File: src/rtl/sd_block_responder_if.sv
// Byte-wide backing-store port between the block responder (master) and memory (slave).
interface sd_block_responder_if;
  logic        mem_req;
  logic        mem_we;
  logic [31:0] mem_addr;
  logic [7:0]  mem_wdata;
  logic [7:0]  mem_rdata;
  logic        mem_ack;

  modport master (
    output mem_req, mem_we, mem_addr, mem_wdata,
    input  mem_rdata, mem_ack
  );

  modport slave (
    input  mem_req, mem_we, mem_addr, mem_wdata,
    output mem_rdata, mem_ack
  );
endinterface

File: src/rtl/sd_block_responder.sv
// Serves 512-byte SD block reads/writes for three virtual drives from a byte-wide
// backing store; each drive's image lives at d<<BASE_SHIFT.
module sd_block_responder #(
  parameter int unsigned BASE_SHIFT = 24,
  parameter int unsigned VDNUM      = 3
) (
  input  logic        clk_sys,
  input  logic        reset_n,
  input  logic [95:0] sd_lba,
  input  logic [2:0]  sd_rd,
  input  logic [2:0]  sd_wr,
  output logic [2:0]  sd_ack,
  output logic [8:0]  sd_buff_addr,
  output logic [7:0]  sd_buff_dout,
  input  logic [23:0] sd_buff_din,
  output logic        sd_buff_wr,
  input  logic        mnt_strobe,
  input  logic [1:0]  mnt_idx,
  input  logic [31:0] mnt_size,
  input  logic        mnt_ro,
  output logic [2:0]  img_mounted,
  output logic [63:0] img_size,
  output logic        img_readonly,
  sd_block_responder_if.master mem
);

  typedef enum logic [2:0] {IDLE, START, RD_REQ, RD_PUT, WR_ADDR, WR_REQ, DONE} state_t;

  state_t            state_q, state_d;
  logic [1:0]        sel_q, sel_d, last_q, last_d;
  logic [2:0]        ack_q, ack_d;
  logic [22:0]       lba_q, lba_d;
  logic              valid_q, valid_d;
  logic [8:0]        cnt_q, cnt_d;
  logic              cap_q, cap_d;
  logic              mem_req_q, mem_req_d, mem_we_q, mem_we_d;
  logic [7:0]        wdata_q, wdata_d, dout_q, dout_d;
  logic              bwr_q, bwr_d;
  logic [2:0][31:0]  size_q, size_d;
  logic [2:0]        ro_q, ro_d, mnt_q, mnt_d;
  logic [2:0]        img_mnt_q, img_mnt_d;
  logic [31:0]       img_size_q, img_size_d;
  logic              img_ro_q, img_ro_d;

  logic [31:0] lba_sel, size_sel;
  logic [7:0]  din_sel;
  logic        ro_sel, mnt_sel, rd_sel, blk_ok;
  logic [2:0]  req;
  logic [1:0]  rr_cand, rr_pick;
  logic        rr_found;
  logic        last_byte;

  assign req       = sd_rd | sd_wr;
  assign last_byte = (cnt_q == 9'd511);

  always_comb begin
    lba_sel  = '0;
    size_sel = '0;
    din_sel  = '0;
    ro_sel   = 1'b0;
    mnt_sel  = 1'b0;
    rd_sel   = 1'b0;
    for (int unsigned i = 0; i < 3; i++) begin
      if (32'(sel_q) == i) begin
        lba_sel  = sd_lba[32*i +: 32];
        size_sel = size_q[i];
        din_sel  = sd_buff_din[8*i +: 8];
        ro_sel   = ro_q[i];
        mnt_sel  = mnt_q[i];
        rd_sel   = sd_rd[i];
      end
    end
    // Last byte address of the block must lie inside the image; 41 bits so nothing wraps.
    blk_ok = mnt_sel && ({lba_sel, 9'h1FF} < {9'd0, size_sel});
  end

  always_comb begin
    rr_cand  = '0;
    rr_pick  = '0;
    rr_found = 1'b0;
    for (int unsigned k = 1; k <= VDNUM; k++) begin
      rr_cand = 2'((32'(last_q) + k) % VDNUM);
      if (!rr_found && req[rr_cand]) begin
        rr_found = 1'b1;
        rr_pick  = rr_cand;
      end
    end
  end

  always_comb begin
    state_d    = state_q;
    sel_d      = sel_q;
    last_d     = last_q;
    ack_d      = ack_q;
    lba_d      = lba_q;
    valid_d    = valid_q;
    cnt_d      = cnt_q;
    cap_d      = cap_q;
    mem_req_d  = mem_req_q;
    mem_we_d   = mem_we_q;
    wdata_d    = wdata_q;
    dout_d     = dout_q;
    bwr_d      = 1'b0;
    size_d     = size_q;
    ro_d       = ro_q;
    mnt_d      = mnt_q;
    img_mnt_d  = '0;
    img_size_d = img_size_q;
    img_ro_d   = img_ro_q;

    for (int unsigned i = 0; i < 3; i++) begin
      if (mnt_strobe && (32'(mnt_idx) == i)) begin
        size_d[i]    = mnt_size;
        ro_d[i]      = mnt_ro;
        mnt_d[i]     = 1'b1;
        img_mnt_d[i] = 1'b1;
        img_size_d   = mnt_size;
        img_ro_d     = mnt_ro;
      end
    end

    unique case (state_q)
      IDLE: begin
        if (rr_found) begin
          sel_d   = rr_pick;
          last_d  = rr_pick;
          state_d = START;
        end
      end
      START: begin
        ack_d   = 3'b001 << sel_q;
        lba_d   = lba_sel[22:0];
        cnt_d   = '0;
        cap_d   = 1'b0;
        // Read-only is folded into the write validity flag.
        if (rd_sel) begin
          valid_d   = blk_ok;
          mem_req_d = blk_ok;
          mem_we_d  = 1'b0;
          state_d   = RD_REQ;
        end else begin
          valid_d = blk_ok && !ro_sel;
          state_d = WR_ADDR;
        end
      end
      RD_REQ: begin
        if (!valid_q) begin
          dout_d  = 8'h00;
          bwr_d   = 1'b1;
          state_d = RD_PUT;
        end else if (mem_req_q && mem.mem_ack) begin
          mem_req_d = 1'b0;
          dout_d    = mem.mem_rdata;
          bwr_d     = 1'b1;
          state_d   = RD_PUT;
        end
      end
      RD_PUT: begin
        if (last_byte) begin
          ack_d   = '0;
          state_d = DONE;
        end else begin
          cnt_d     = cnt_q + 9'd1;
          mem_req_d = valid_q;
          state_d   = RD_REQ;
        end
      end
      WR_ADDR: begin
        cap_d   = 1'b1;
        state_d = WR_REQ;
      end
      WR_REQ: begin
        if (cap_q) begin
          cap_d   = 1'b0;
          wdata_d = din_sel;
          if (valid_q) begin
            mem_req_d = 1'b1;
            mem_we_d  = 1'b1;
          end else if (last_byte) begin
            ack_d   = '0;
            state_d = DONE;
          end else begin
            cnt_d   = cnt_q + 9'd1;
            state_d = WR_ADDR;
          end
        end else if (mem_req_q && mem.mem_ack) begin
          mem_req_d = 1'b0;
          mem_we_d  = 1'b0;
          if (last_byte) begin
            ack_d   = '0;
            state_d = DONE;
          end else begin
            cnt_d   = cnt_q + 9'd1;
            state_d = WR_ADDR;
          end
        end
      end
      DONE:    state_d = IDLE;
      default: state_d = IDLE;
    endcase
  end

  always_ff @(posedge clk_sys) begin
    if (!reset_n) begin
      state_q    <= IDLE;
      sel_q      <= '0;
      last_q     <= 2'd2;
      ack_q      <= '0;
      lba_q      <= '0;
      valid_q    <= 1'b0;
      cnt_q      <= '0;
      cap_q      <= 1'b0;
      mem_req_q  <= 1'b0;
      mem_we_q   <= 1'b0;
      wdata_q    <= '0;
      dout_q     <= '0;
      bwr_q      <= 1'b0;
      size_q     <= '0;
      ro_q       <= '0;
      mnt_q      <= '0;
      img_mnt_q  <= '0;
      img_size_q <= '0;
      img_ro_q   <= 1'b0;
    end else begin
      state_q    <= state_d;
      sel_q      <= sel_d;
      last_q     <= last_d;
      ack_q      <= ack_d;
      lba_q      <= lba_d;
      valid_q    <= valid_d;
      cnt_q      <= cnt_d;
      cap_q      <= cap_d;
      mem_req_q  <= mem_req_d;
      mem_we_q   <= mem_we_d;
      wdata_q    <= wdata_d;
      dout_q     <= dout_d;
      bwr_q      <= bwr_d;
      size_q     <= size_d;
      ro_q       <= ro_d;
      mnt_q      <= mnt_d;
      img_mnt_q  <= img_mnt_d;
      img_size_q <= img_size_d;
      img_ro_q   <= img_ro_d;
    end
  end

  assign sd_ack         = ack_q;
  assign sd_buff_addr   = cnt_q;
  assign sd_buff_dout   = dout_q;
  assign sd_buff_wr     = bwr_q;
  assign img_mounted    = img_mnt_q;
  assign img_size       = {32'd0, img_size_q};
  assign img_readonly   = img_ro_q;
  assign mem.mem_req    = mem_req_q;
  assign mem.mem_we     = mem_we_q;
  assign mem.mem_wdata  = wdata_q;
  assign mem.mem_addr   = (32'(sel_q) << BASE_SHIFT) + {lba_q, cnt_q};

endmodule

File: src/flat_wrapper.sv
// flat-port wrapper written by rule: the top's interface ports become plain ports
module sd_block_responder_flat 
#(
  parameter int unsigned BASE_SHIFT = 24,
  parameter int unsigned VDNUM      = 3
)
  (clk_sys, reset_n, sd_lba, sd_rd, sd_wr, sd_ack, sd_buff_addr, sd_buff_dout, sd_buff_din, sd_buff_wr, mnt_strobe, mnt_idx, mnt_size, mnt_ro, img_mounted, img_size, img_readonly, mem_mem_req, mem_mem_we, mem_mem_addr, mem_mem_wdata, mem_mem_rdata, mem_mem_ack);
  sd_block_responder_if mem_i ();
  input  logic clk_sys;
  input  logic reset_n;
  input  logic [95:0] sd_lba;
  input  logic [2:0] sd_rd;
  input  logic [2:0] sd_wr;
  output logic [2:0] sd_ack;
  output logic [8:0] sd_buff_addr;
  output logic [7:0] sd_buff_dout;
  input  logic [23:0] sd_buff_din;
  output logic sd_buff_wr;
  input  logic mnt_strobe;
  input  logic [1:0] mnt_idx;
  input  logic [31:0] mnt_size;
  input  logic mnt_ro;
  output logic [2:0] img_mounted;
  output logic [63:0] img_size;
  output logic img_readonly;
  output wire logic [$bits(mem_i.mem_req)-1:0] mem_mem_req;
  output wire logic [$bits(mem_i.mem_we)-1:0] mem_mem_we;
  output wire logic [$bits(mem_i.mem_addr)-1:0] mem_mem_addr;
  output wire logic [$bits(mem_i.mem_wdata)-1:0] mem_mem_wdata;
  input wire logic [$bits(mem_i.mem_rdata)-1:0] mem_mem_rdata;
  input wire logic [$bits(mem_i.mem_ack)-1:0] mem_mem_ack;
  assign mem_mem_req = mem_i.mem_req;
  assign mem_mem_we = mem_i.mem_we;
  assign mem_mem_addr = mem_i.mem_addr;
  assign mem_mem_wdata = mem_i.mem_wdata;
  assign mem_i.mem_rdata = mem_mem_rdata;
  assign mem_i.mem_ack = mem_mem_ack;
  sd_block_responder #(.BASE_SHIFT(BASE_SHIFT), .VDNUM(VDNUM)) u_core (.clk_sys(clk_sys), .reset_n(reset_n), .sd_lba(sd_lba), .sd_rd(sd_rd), .sd_wr(sd_wr), .sd_ack(sd_ack), .sd_buff_addr(sd_buff_addr), .sd_buff_dout(sd_buff_dout), .sd_buff_din(sd_buff_din), .sd_buff_wr(sd_buff_wr), .mnt_strobe(mnt_strobe), .mnt_idx(mnt_idx), .mnt_size(mnt_size), .mnt_ro(mnt_ro), .img_mounted(img_mounted), .img_size(img_size), .img_readonly(img_readonly), .mem(mem_i));
endmodule
File: config.mk
export PLATFORM = sky130hd
export DESIGN_NAME = sd_block_responder_flat
export DESIGN_NICKNAME = d
export VERILOG_FILES = /design/src/rtl/sd_block_responder_if.sv /design/src/rtl/sd_block_responder.sv /design/src/flat_wrapper.sv
export SDC_FILE = /design/constraint.sdc
export NUM_CORES = 1
export LEC_CHECK = 0
export ABC_AREA = 1
export CORE_UTILIZATION = 49
export CTS_CLUSTER_SIZE = 10
export DETAILED_ROUTE_END_ITERATION = 8
export GPL_ROUTABILITY_DRIVEN = 0
export PLACE_DENSITY_LB_ADDON = 0.05
export SETUP_SLACK_MARGIN = 0.02
export SLEW_MARGIN = 20
export SYNTH_ARGS = -nofsm -noshare
export SYNTH_HDL_FRONTEND = slang
export SYNTH_SLANG_ARGS = --single-unit
File: constraint.sdc
create_clock -name clk_sys -period 5.8 [get_ports clk_sys]
set_clock_uncertainty 0.1 [all_clocks]
set_input_delay 0.58 -clock clk_sys [delete_from_list [all_inputs] [get_ports clk_sys]]
set_output_delay 0.58 -clock clk_sys [all_outputs]
set_load 0.02 [all_outputs]
======== Word level (Yosys, flattened, before mapping) ========
Cells that the tools add are included.
storage, ports and cells
  register bits after elaboration ......... 201
  input port bits ......................... 173
  output and inout port bits .............. 131
  logic and storage cells ................. 162
cells by class
  add/subtract/negate cells ............... 5
  divide/modulo/power cells ............... 3
  $lt $le $gt $ge ......................... 4
  eq/ne operators ......................... 19
  shift operators ......................... 1
  muxes and demuxes ....................... 76
  bitwise logic cells ..................... 1
  reduce and logical (&&, ||, !) cells .... 28
operators by type and width
  cell                                                                          number
  32-bit two-way mux                                                            9
  32-bit by 2-bit remainder unit with 32-bit output, second input constant      3
  41-bit by 32-bit less-than comparator with 1-bit output                       1
  8-bit two-way mux                                                             5
  3-bit two-way mux                                                             12
  9-bit two-way mux                                                             4
  1-bit two-way mux                                                             33
  26-bit by 32-bit adder with 32-bit output                                     1
  9-bit one-hot mux with 3 select lines                                         1
  3-bit one-hot mux with 6 select lines                                         1
  9-bit by 1-bit adder with 9-bit output, second input constant                 1
  9-bit == test, second input constant                                          1
  2-bit by 3-bit less-than comparator with 1-bit output, second input constant  3
  3-bit one-hot mux with 3 select lines                                         1
  1-bit logical AND                                                             8
  2-bit two-way mux                                                             4
  2-bit AND reduction                                                           4
  4-bit AND reduction                                                           2
  2-bit by 2-bit adder with 3-bit output, second input constant                 2
  1-bit binary-select mux with 2-bit select                                     3
  3-bit by 2-bit == test with 1-bit output, second input constant               2
  3-bit == test, second input constant                                          2
  2-bit by 1-bit inequality test with 1-bit output, second input constant       3
  3-bit inequality test, second input constant                                  2
  20 further kinds                                                              29

======== Logic depth before layout (Yosys ltp) ========
Gate-level depths: netlist of run 1.
  word-level depth ........................ 13
  mapped depth ............................ 19
  gate-level depth less buffers ........... 17

======== Least setup slack after synthesis of run 1 ========
No wires, ideal clock.
  path kind ............................... reg-to-output
  from .................................... register u_core.sel_q[1]
  to ...................................... output mem_mem_addr[30]
  arrival ................................. 1,943 ps
  required time ........................... 5,120 ps
  path slack .............................. 3,177 ps
  stages on the path, launching flop included .. 8
  buffers on the path ..................... 2
  path through ............................ dfxtp_1 inv_2 clkbuf_1 clkbuf_1 fa_1 nor2_1 nand3_1 xor2_1
on the way
  cells in the longest elaborated chain, start to end .. 1
RTL lines
  element                                    line                       source
  start: declaration                         sd_block_responder.sv:30   logic [1:0] sel_q, sel_d, last_q, last_d;
  start signal: assignment                   sd_block_responder.sv:226  sel_q <= sel_d;
  26-bit by 32-bit adder with 32-bit output  sd_block_responder.sv:257  assign mem.mem_addr = (32'(sel_q) << BASE_SHIFT) + {lba_q, cnt_q};
  end: declaration                           flat_wrapper.sv:28         output wire logic [$bits(mem_i.mem_addr)-1:0] mem_mem_addr;
Every way passes these cells.

==> out/results.tsv, run 1 <==
stage	metric	value	unit
clocking	cts hold-fix bufs	0	
synth	Post-Syn Area	8638	µm²
finish	Nets	1627	
worst_hold_path	Worst Hold Depth	2	
die	die width	134.8	µm
synth	synthesized flop and latch total	173	
setup_path	reg2reg start	u_core.last_q[0]$_SDFFE_PN0P_	
timing	final period utilization	71.90	%
die	IO Pins	304	
power	pwr dens	376.8	nW/µm²
placed_design	worst slack at placement	1.716	ns
clocking	Clk pin slew, worst setup/hold paths	0.07	ns
synth	area leader, netlist	dfxtp_1	
synth	synth warn	0	
global_route	gr ovfl total	0	
clocking	CTS tree	done	
die	die height	134.8	µm
setup_path	Crit Path Max Fanout	31	
worst_hold_path	hold_sp	u_core.img_size_q[22]$_SDFFE_PN0P_	
synth	post-synthesis cell count	1218	
clocking	post-CTS setup buffer count	0	
die	cell row count	48	
timing	worst slew pin tran	1.017	ns
setup_path	R2R cell count	13	
placed_design	placed wire-length estimate	18780	µm
die	area of the core	17240	µm²
synth	main combinational cell family by area after synthesis	simple AND/OR/NAND/NOR gates	
synth	Synth Area in Simple Gates	23.64	%
timing	final setup fails	0	
placed_design	PortBufs	271	
clocking	clk sinks	173	
synth	Synth area leaders	dfxtp_1 40%, nor2_1 10%, o21ai_0 8.3%	
setup_path	CP dominant cell by count	nand2_1	
clocking	H-Tree Depth	4	
routing	via count	8685	
run_status	status	complete, no violations	
setup_path	Startpoint Class	flip-flop	
setup_path	critical path cell sequence	nor2_2, clkinv_1, o221ai_1, ha_1, a21oi_1, nor2_1, a211oi_1, nand2_1, nand2_1, nand2_1, nand2_1, nand3_1, a21oi_1	
finish	Area growth syn-to-layout	35.37	%
synth	part of the Yosys area used for sequential elements	40.09	%
setup_path	critical path data required time	6.03	ns
synth	XOR/XNOR Fraction of Synth Area	0.6083	%
global_route	first-pass GRT wire length	41670	µm
timing	final worst path period need	4.170	ns
setup_path	crit path DAT	4.40	ns
global_route	vias in the first global route	7987	
synth	mux contribution to synthesized area	0	%
timing	unrepaired setup endpoints after global routing	false	
global_route	initial antenna violation count	0	
worst_hold_path	Worst Hold End	u_core.img_size_q[22]$_SDFFE_PN0P_	
die	Starting Density	50.12	%
synth	Mean Syn Cell Area	7.092	µm²
synth	Synth top area share	40.09	%
clocking	clock root buffer	clkbuf_16	
finish	share of layout cells above drive strength 1	5.007	%
synth	EDFF count, synth	0	
power	VDD IR max	0.0002646	V
synth	post-synth cell types	45	
clocking	Resized cells post-CTS	0	
flow_run	MaxCap Viol Count	0	
timing	hold violation count in the final report	0	
setup_path	setup slack, reg-to-reg	1.63	ns
synth	compound-cell area share of the yosys netlist	19.19	%
clocking	maximum clock path buffer count	2	
routing	initial DRC count	693	
power	P_leak	4.676	nW
clocking	number of CTS-inserted buffers	17	
global_route	gr usage total	29.18	%
timing	setup TNS	0	ns
setup_path	critical path class	flip-flop to flip-flop	
setup_path	r2r endpoint	u_core.valid_q$_SDFFE_PN0N_	
setup_path	Crit. End Element	flip-flop	
synth	share of flip-flops with an asynchronous set or reset	0	%
global_route	largest net degree at the start of global routing	104	
timing	Rel. slew slack	32.13	%
worst_hold_path	Worst Hold Class	flip-flop to flip-flop	
routing	Routed WL per cell	15.83	µm
timing	Worst Slack Setup Final	1.630	ns
synth	Post-Synth Adder-Cell Area	4.287	%
timing	Hold Slack	0.3458	ns
routing	final WL	26320	µm
finish	# fillers	1503	
setup_path	crit-path max cell delay	0.92	ns
routing	1st-pass router iterations	8	
clocking	clk_lat worst skew	0.43	ns
die	die area	18160	µm²
synth	Most used DFF post-synth	dfxtp_1	
finish	# diodes	0	
routing	Final ANT Viol Nets	0	
routing	DR DRC count	0	
timing	fmax	239.8	MHz
routing	detail-routed via count per cell	5.222	
setup_path	Slowest-stage cell, CP	clkinv_1	
timing	Max Slew Vio Count	0	
[cell usage in the layout, fill, tap and decap left out, drive strengths merged, types with 10 or more instances in the layout]
cell,count
clkdlybuf4s50,270
nor2,244
nand2,184
dfxtp,173
o21ai,152
inv,98
a21oi,87
nand3,45
conb,32
ha,28
clkbuf,20
o221ai,19
nor3,15
o22ai,10
[power breakdown]
part / switching (mW) / leakage (nW) / internal [mW]
Clock: 0.505 / 0.276 / 0.615
Combinational: 1.13 / 2.98 / 0.720
Sequential: 0.110 / 1.42 / 1.33
[worst max-delay path by stage]
stage	start	cells past startpoint	to	slack, ns
final	u_core.last_q[0]$_SDFFE_PN0P_	13	u_core.valid_q$_SDFFE_PN0N_	1.63
after global routing	u_core.last_q[0]$_SDFFE_PN0P_	13	u_core.valid_q$_SDFFE_PN0N_	1.40
after CTS	u_core.last_q[0]$_SDFFE_PN0P_	13	u_core.valid_q$_SDFFE_PN0N_	1.70
after detailed placement	u_core.last_q[0]$_SDFFE_PN0P_	13	u_core.valid_q$_SDFFE_PN0N_	1.72
after global placement	u_core.last_q[0]$_SDFFE_PN0P_	13	u_core.valid_q$_SDFFE_PN0N_	1.90
after floorplan	u_core.sel_q[1]$_SDFFE_PN0P_	7	mem_mem_addr[30]	3.18
[registers in the layout, summed over array words and instances, names as in the netlist, 8 cells and up]
register,flops
u_core.img_size_q,32
u_core.lba_q,23
u_core.mem.mem_wdata,8
u_core.sd_buff_addr,9
u_core.sd_buff_dout,8
u_core.size_q,69
[critical path: cells and delay by family (launching register included)]
kind	cells	cell delay, ns
buffers and inverters	1	0.92
AOI/OAI and AO/OA	4	0.97
and+or+nand+nor	7	1.13
adders and majority gates	1	0.31
DFF	1	0.64
[cell usage after synthesis, types with 3 or more instances]
cell type and count:
a41oi_1 8, nor3_1 12, o221ai_1 19, xor2_1 5, a211oi_1 9, inv_2 14, buf_2 4, nor2_2 6
a21oi_1 87, clkinv_1 4, inv_1 78, nor2_4 3, o21ai_0 144, nor2_1 235, clkbuf_1 57, nand3_1 44
a22o_1 3, a31oi_1 3, nand2_1 181, ha_1 28, dfxtp_1 173, nor3_2 3, o21ai_1 7, buf_4 57
o22ai_1 10
[logic make-up after synthesis]
family | Yosys count
simple gates | 496
flops | 173
xor+xnor | 6
compound gates | 296
buf+inv | 217
other cells | 1
fa+ha+maj | 29
[per-layer routing]
layer	wire length, µm	global-route usage [%]	up-vias
li1	-	-	4351
met1	12180	40.68	3940
met2	11530	45.07	360
met3	2081	6.194	34
met4	535	8.926	0
met5	0	0	-
[metrics by stage]
| stage | util (%) | area, µm² | total power [mW] | instances |
|---|---|---|---|---|
| after CTS | 67.84 | 11690 | 4.409 | 1663 |
| after global routing | 67.84 | 11690 | 4.697 | 1663 |
| after detailed placement | 64.53 | 11120 | 3.286 | 1631 |
| after floorplan | - | 8755 | 2.713 | 1249 |
| final | 67.84 | 11690 | 4.406 | 1663 |
| after global placement | 64.53 | 11120 | 3.244 | 1631 |
[layout make-up]
class / instances / area [µm²] / area share (%)
inverter: 96 / 360.3 / 3.082
timing repair buffer: 278 / 2763 / 23.63
clock buffer: 20 / 446.7 / 3.820
multi-input combinational: 859 / 4254 / 36.38
sequential: 173 / 3463 / 29.62
clock inverter: 12 / 125.1 / 1.070
tap: 225 / 281.5 / 2.407
(Power assumes the default switching activity.)
==> run 2, diff against run 1 <==
- CORE_UTILIZATION: 49 -> 46
- clock period: 5.8 -> 4.1 ns (I/O delays scaled with it)
==> run 2 against run 1 <==
  * Worst setup slack worse by 0.85 ns
  * Non-clock buffer count is 6 higher
  * First-iteration DRC count is 0.43% higher
  * Critical path depth is 7 lower
  * Highest routed layer unchanged
  * Total power is 43% higher
  * The run now ends with DRC left
  * Global-route usage is 2.0 points lower
  * Critical path type is now flip-flop to output pin
  * Sequential power is 40% higher
  * Largest cell class unchanged
==> out/results.tsv, run 2 (synthesized netlist as in run 1, its figures left out) <==
stage	metric	value	unit
run_status	status	complete, but fails checks	
run_status	failing checks	DRC	
routing	detail-routed via count per cell	5.188	
power	pwr dens	535.5	nW/µm²
global_route	largest net degree at the start of global routing	85	
timing	fmax	301.4	MHz
finish	# diodes	0	
timing	hold violation count in the final report	0	
timing	unrepaired setup endpoints after global routing	false	
finish	share of layout cells above drive strength 1	5.471	%
finish	Nets	1633	
timing	worst slew pin tran	1.118	ns
worst_hold_path	Worst Hold Depth	2	
global_route	vias in the first global route	7905	
placed_design	placed wire-length estimate	18300	µm
die	Starting Density	47.44	%
setup_path	crit path DAT	2.81	ns
finish	Final Cell Area	11740	µm²
finish	most frequent cells in the layout	270 x clkdlybuf4s50_1, 235 x nor2_1, 181 x nand2_1, 173 x dfxtp_1, 143 x o21ai_0	
global_route	first-pass GRT wire length	41820	µm
placed_design	DP Area	11170	µm²
worst_hold_path	Worst Hold End	u_core.img_size_q[18]$_SDFFE_PN0P_	
routing	met2 WL post-DR	11790	µm
timing	final period utilization	80.92	%
setup_path	Startpoint Class	flip-flop	
placed_design	PortBufs	271	
routing	DRT met1 WL	12200	µm
die	cell row count	49	
power	VDD IR max	0.0003849	V
finish	most common cell after layout, fill and taps aside	clkdlybuf4s50_1	
finish	Area growth syn-to-layout	35.91	%
clocking	Clk pin slew, worst setup/hold paths	0.07	ns
die	IO Pins	304	
timing	Max Slew Vio Count	0	
setup_path	Crit. End Element	output pin	
routing	1st-pass router iterations	8	
setup_path	setup slack, reg-to-reg	0.89	ns
die	die height	139.0	µm
setup_path	r2r endpoint	u_core.mem.mem_req$_SDFFE_PN0P_	
routing	Final ANT Viol Nets	0	
clocking	clk_lat worst skew	0.43	ns
timing	final setup fails	0	
clocking	cts hold-fix bufs	0	
finish	most flop-heavy register	u_core.size_q	
clocking	CTS tree	done	
timing	setup TNS	0	ns
power	P_leak	4.704	nW
worst_hold_path	Worst Hold Class	flip-flop to flip-flop	
global_route	gr ovfl total	0	
flow_run	MaxCap Viol Count	0	
clocking	number of CTS-inserted buffers	17	
global_route	initial antenna violation count	0	
timing	Rel. slew slack	24.99	%
routing	top sig layer	met4	
setup_path	reg2reg start	u_core.sel_q[1]$_SDFFE_PN0P_	
routing	Routed met3 length	1812	µm
setup_path	critical path class	flip-flop to output pin	
clocking	H-Tree Depth	4	
setup_path	Crit Path Max Fanout	34	
placed_design	placed insts	1641	
routing	Routed WL per cell	15.74	µm
worst_hold_path	hold_sp	u_core.img_size_q[18]$_SDFFE_PN0P_	
finish	biggest regs	u_core.size_q: 69 flops, u_core.img_size_q: 32 flops, u_core.lba_q: 23 flops	
clocking	Resized cells post-CTS	0	
setup_path	R2R cell count	15	
clocking	clk sinks	173	
setup_path	critical path data required time	3.59	ns
routing	DR DRC count	22	
routing	initial DRC count	696	
clocking	maximum clock path buffer count	2	
timing	final worst path period need	3.318	ns
routing	via count	8679	
die	die width	139.0	µm
die	die area	19330	µm²
finish	Largest register FFs	69	
clocking	post-CTS setup buffer count	0	
die	area of the core	18210	µm²
global_route	gr usage total	27.19	%
routing	final WL	26330	µm
clocking	clock root buffer	clkbuf_16	
finish	Post-Layout Cell Count	1673	
-- run 2: how the worst max path moves through the flow --
stage / depth (start not counted) / slack, ns / end / startpoint
3_5_place_dp: 15 / 0.98 / u_core.valid_q$_SDFFE_PN0N_ / u_core.sel_q[1]$_SDFFE_PN0P_
6_report: 6 / 0.78 / mem_mem_addr[28] / u_core.sel_q[1]$_SDFFE_PN0P_
3_3_place_gp: 15 / 1.12 / u_core.valid_q$_SDFFE_PN0N_ / u_core.sel_q[1]$_SDFFE_PN0P_
2_1_floorplan: 7 / 1.65 / mem_mem_addr[30] / u_core.sel_q[1]$_SDFFE_PN0P_
4_1_cts: 6 / 0.80 / mem_mem_addr[28] / u_core.sel_q[1]$_SDFFE_PN0P_
5_1_grt: 15 / 0.58 / u_core.mem.mem_req$_SDFFE_PN0P_ / u_core.sel_q[1]$_SDFFE_PN0P_
-- run 2: per-layer routing --
layer  track usage (%)  vias up
met5                 0        -
met4             9.357        0
met3             5.318       32
met2             42.90      326
met1             37.01     3954
li1                  -     4367
-- run 2: final cells by class --
class | count | area, µm²
sequential | 173 | 3463
tap | 229 | 286.5
multi-input combinational | 859 | 4254
clock buffer | 19 | 442.9
inverter | 96 | 360.3
clock inverter | 13 | 125.1
fill | 1658 | 6469
timing repair buffer | 284 | 2808
-- run 2: metrics by stage --
stage,hold WS (ns),setup WS [ns],utilization (%),total power [mW]
3_3_place_gp,0.3319,1.120,61.36,4.674
2_1_floorplan,0.3299,1.647,-,3.837
3_5_place_dp,0.3353,0.9758,61.36,4.717
6_report,0.3456,0.7823,64.47,6.287
5_1_grt,0.3601,0.5847,64.47,6.706
4_1_cts,0.3501,0.7979,64.47,6.300
-- run 2: power breakdown --
group	internal, mW	switching, mW	total, mW
clock	0.820	0.753	1.57
combinational	1.04	1.66	2.71
sequential	1.87	0.134	2.01
-- run 2: worst max-delay path, cell delays in order (launching register included) --
cell,delay (ns)
dfxtp_1,0.46
inv_2,0.34
fa_1,0.54
nor2_1,0.17
nand2_1,0.09
xor2_1,0.16
clkdlybuf4s50_1,0.63
==> run 3, diff against run 2 <==
- CORE_UTILIZATION: 46 -> 41
- clock period: 4.1 -> 3.05 ns (I/O delays scaled with it)
==> run 3 against run 2 <==
  * The flow now finishes without violations
  * Sequential share of layout area is 0.33 points lower
  * Sequential power is 34% higher
  * Critical endpoint is now mem_mem_addr[26]
  * Clock power is 43% higher
  * Highest routed layer unchanged
==> out/results.tsv, run 3 (synthesized netlist as in run 1, its figures left out) <==
stage	metric	value	unit
placed_design	PortBufs	271	
global_route	gr ovfl total	0	
global_route	gr usage total	24.77	%
routing	DR DRC count	0	
finish	most flop-heavy register	u_core.size_q	
timing	worst slew pin tran	0.6112	ns
flow_run	MaxCap Viol Count	0	
placed_design	placed wire-length estimate	19320	µm
clocking	post-CTS setup buffer count	0	
clocking	number of CTS-inserted buffers	17	
finish	Largest register FFs	69	
routing	Final ANT Viol Nets	0	
finish	share of layout cells above drive strength 1	5.939	%
die	cell row count	52	
routing	via count	8625	
setup_path	reg2reg start	u_core.sel_q[1]$_SDFFE_PN0P_	
power	P_leak	4.787	nW
clocking	cts hold-fix bufs	0	
routing	Routed WL per cell	15.73	µm
setup_path	r2r endpoint	u_core.valid_q$_SDFFE_PN0N_	
finish	Area growth syn-to-layout	37.54	%
clocking	clk_lat worst skew	0.44	ns
die	IO Pins	304	
global_route	first-pass GRT wire length	42460	µm
setup_path	Crit Path Max Fanout	8	
clocking	maximum clock path buffer count	2	
routing	initial DRC count	567	
clocking	Clk pin slew, worst setup/hold paths	0.07	ns
setup_path	CP Launch Point	u_core.last_q[0]$_SDFFE_PN0P_	
clocking	Resized cells post-CTS	1	
routing	final WL	27020	µm
finish	most common cell after layout, fill and taps aside	clkdlybuf4s50_1	
finish	Nets	1637	
die	die height	147.2	µm
finish	biggest regs	u_core.size_q: 69 flops, u_core.img_size_q: 32 flops, u_core.lba_q: 23 flops	
global_route	vias in the first global route	7954	
finish	most frequent cells in the layout	268 x clkdlybuf4s50_1, 235 x nor2_1, 181 x nand2_1, 171 x dfxtp_1, 143 x o21ai_0	
routing	1st-pass router iterations	5	
clocking	CTS tree	done	
worst_hold_path	hold_sp	reset_n	
routing	detail-routed via count per cell	5.020	
setup_path	crit path DAT	2.38	ns
die	die area	21650	µm²
timing	unrepaired setup endpoints after global routing	false	
setup_path	critical path data required time	2.64	ns
setup_path	Setup crit end	mem_mem_addr[26]	
setup_path	critical path class	flip-flop to output pin	
global_route	largest net degree at the start of global routing	113	
die	area of the core	20430	µm²
setup_path	Crit. End Element	output pin	
timing	final period utilization	91.43	%
clocking	clk sinks	173	
timing	Max Slew Vio Count	0	
power	VDD IR max	0.0005477	V
finish	# fillers	1980	
clocking	clock root buffer	clkbuf_16	
timing	final setup fails	0	
timing	fmax	358.6	MHz
power	pwr dens	723.9	nW/µm²
clocking	H-Tree Depth	4	
finish	# diodes	0	
worst_hold_path	Worst Hold Class	primary input to flip-flop	
setup_path	R2R cell count	15	
setup_path	Startpoint Class	flip-flop	
die	Starting Density	42.28	%
timing	final worst path period need	2.789	ns
timing	Worst Slack Setup Final	0.2614	ns
run_status	status	complete, no violations	
global_route	initial antenna violation count	0	
finish	multi-input logic area	4254	µm²
timing	hold violation count in the final report	0	
placed_design	worst slack at placement	0.3625	ns
timing	Rel. slew slack	59.10	%
setup_path	setup slack, reg-to-reg	0.33	ns
finish	register area	3466	µm²
timing	setup TNS	0	ns
die	die width	147.2	µm
==> run 3: changes by cell type in the layout (fill, tap and decap cells not counted), moves of 2 or more <==
cell / delta
buf_4: +3
inv_8: -3
bufinv_16: +2
clkdlybuf4s50_1: -2
clkinv_2: +2
clkinvlp_4: -2
dfxtp_1: -2
dfxtp_2: +2
dlymetal6s2s_1: +2
==> run 3: worst min path at each step <==
stage	to	slack [ns]	cells past startpoint
after floorplan	u_core.ro_q[1]$_SDFFE_PN0P_	0.33	2
after global placement	u_core.img_size_q[23]$_SDFFE_PN0P_	0.33	2
after detailed placement	u_core.img_size_q[0]$_SDFFE_PN0P_	0.33	2
after CTS	u_core.size_q[92]$_SDFFE_PN0P_	0.18	3
after global routing	u_core.size_q[25]$_SDFFE_PN0P_	0.20	3
final	u_core.size_q[92]$_SDFFE_PN0P_	0.19	3
==> run 3: per-stage QoR <==
step | util, % | power, mW | instance area (µm²) | instances | hold slack (ns)
floorplan | - | 5.159 | 8755 | 1249 | 0.3299
global placement | 55.14 | 6.319 | 11270 | 1686 | 0.3309
detailed placement | 55.14 | 6.383 | 11270 | 1686 | 0.3348
CTS | 58.13 | 8.633 | 11880 | 1718 | 0.1751
global route | 58.16 | 9.151 | 11880 | 1718 | 0.1979
finish | 58.16 | 8.601 | 11880 | 1718 | 0.1897
==> run 3: final cells by class <==
class	count	share of cell area, %
inverters	96	3.033
clock buffers	19	3.812
well taps	270	2.843
multi-input cells	859	35.80
flip-flops and latches	173	29.17
clock inverters	13	1.306
repair buffers	288	24.03
==> run 3: per-layer routing <==
layer	track usage (%)	part of all wire, %	vias up
li1	-	-	4358
met1	34.24	48	3952
met2	38.68	45	291
met3	5.435	6.5	24
met4	6.804	1.2	0
met5	0	0	-
==> run 3: where the power goes <==
group	switching (mW)	internal [mW]	total, mW
Combinational	2.25	1.41	3.66
Sequential	0.181	2.52	2.70
Clock	0.967	1.27	2.24
Total	3.39	5.21	8.60
==> run 3: critical path, stage by stage, from the launching register on <==
cell and delay (ns):
dfxtp_2 0.43, ha_1 0.20, inv_1 0.06, fa_1 0.40, xnor2_1 0.22, clkdlybuf4s50_1 0.64
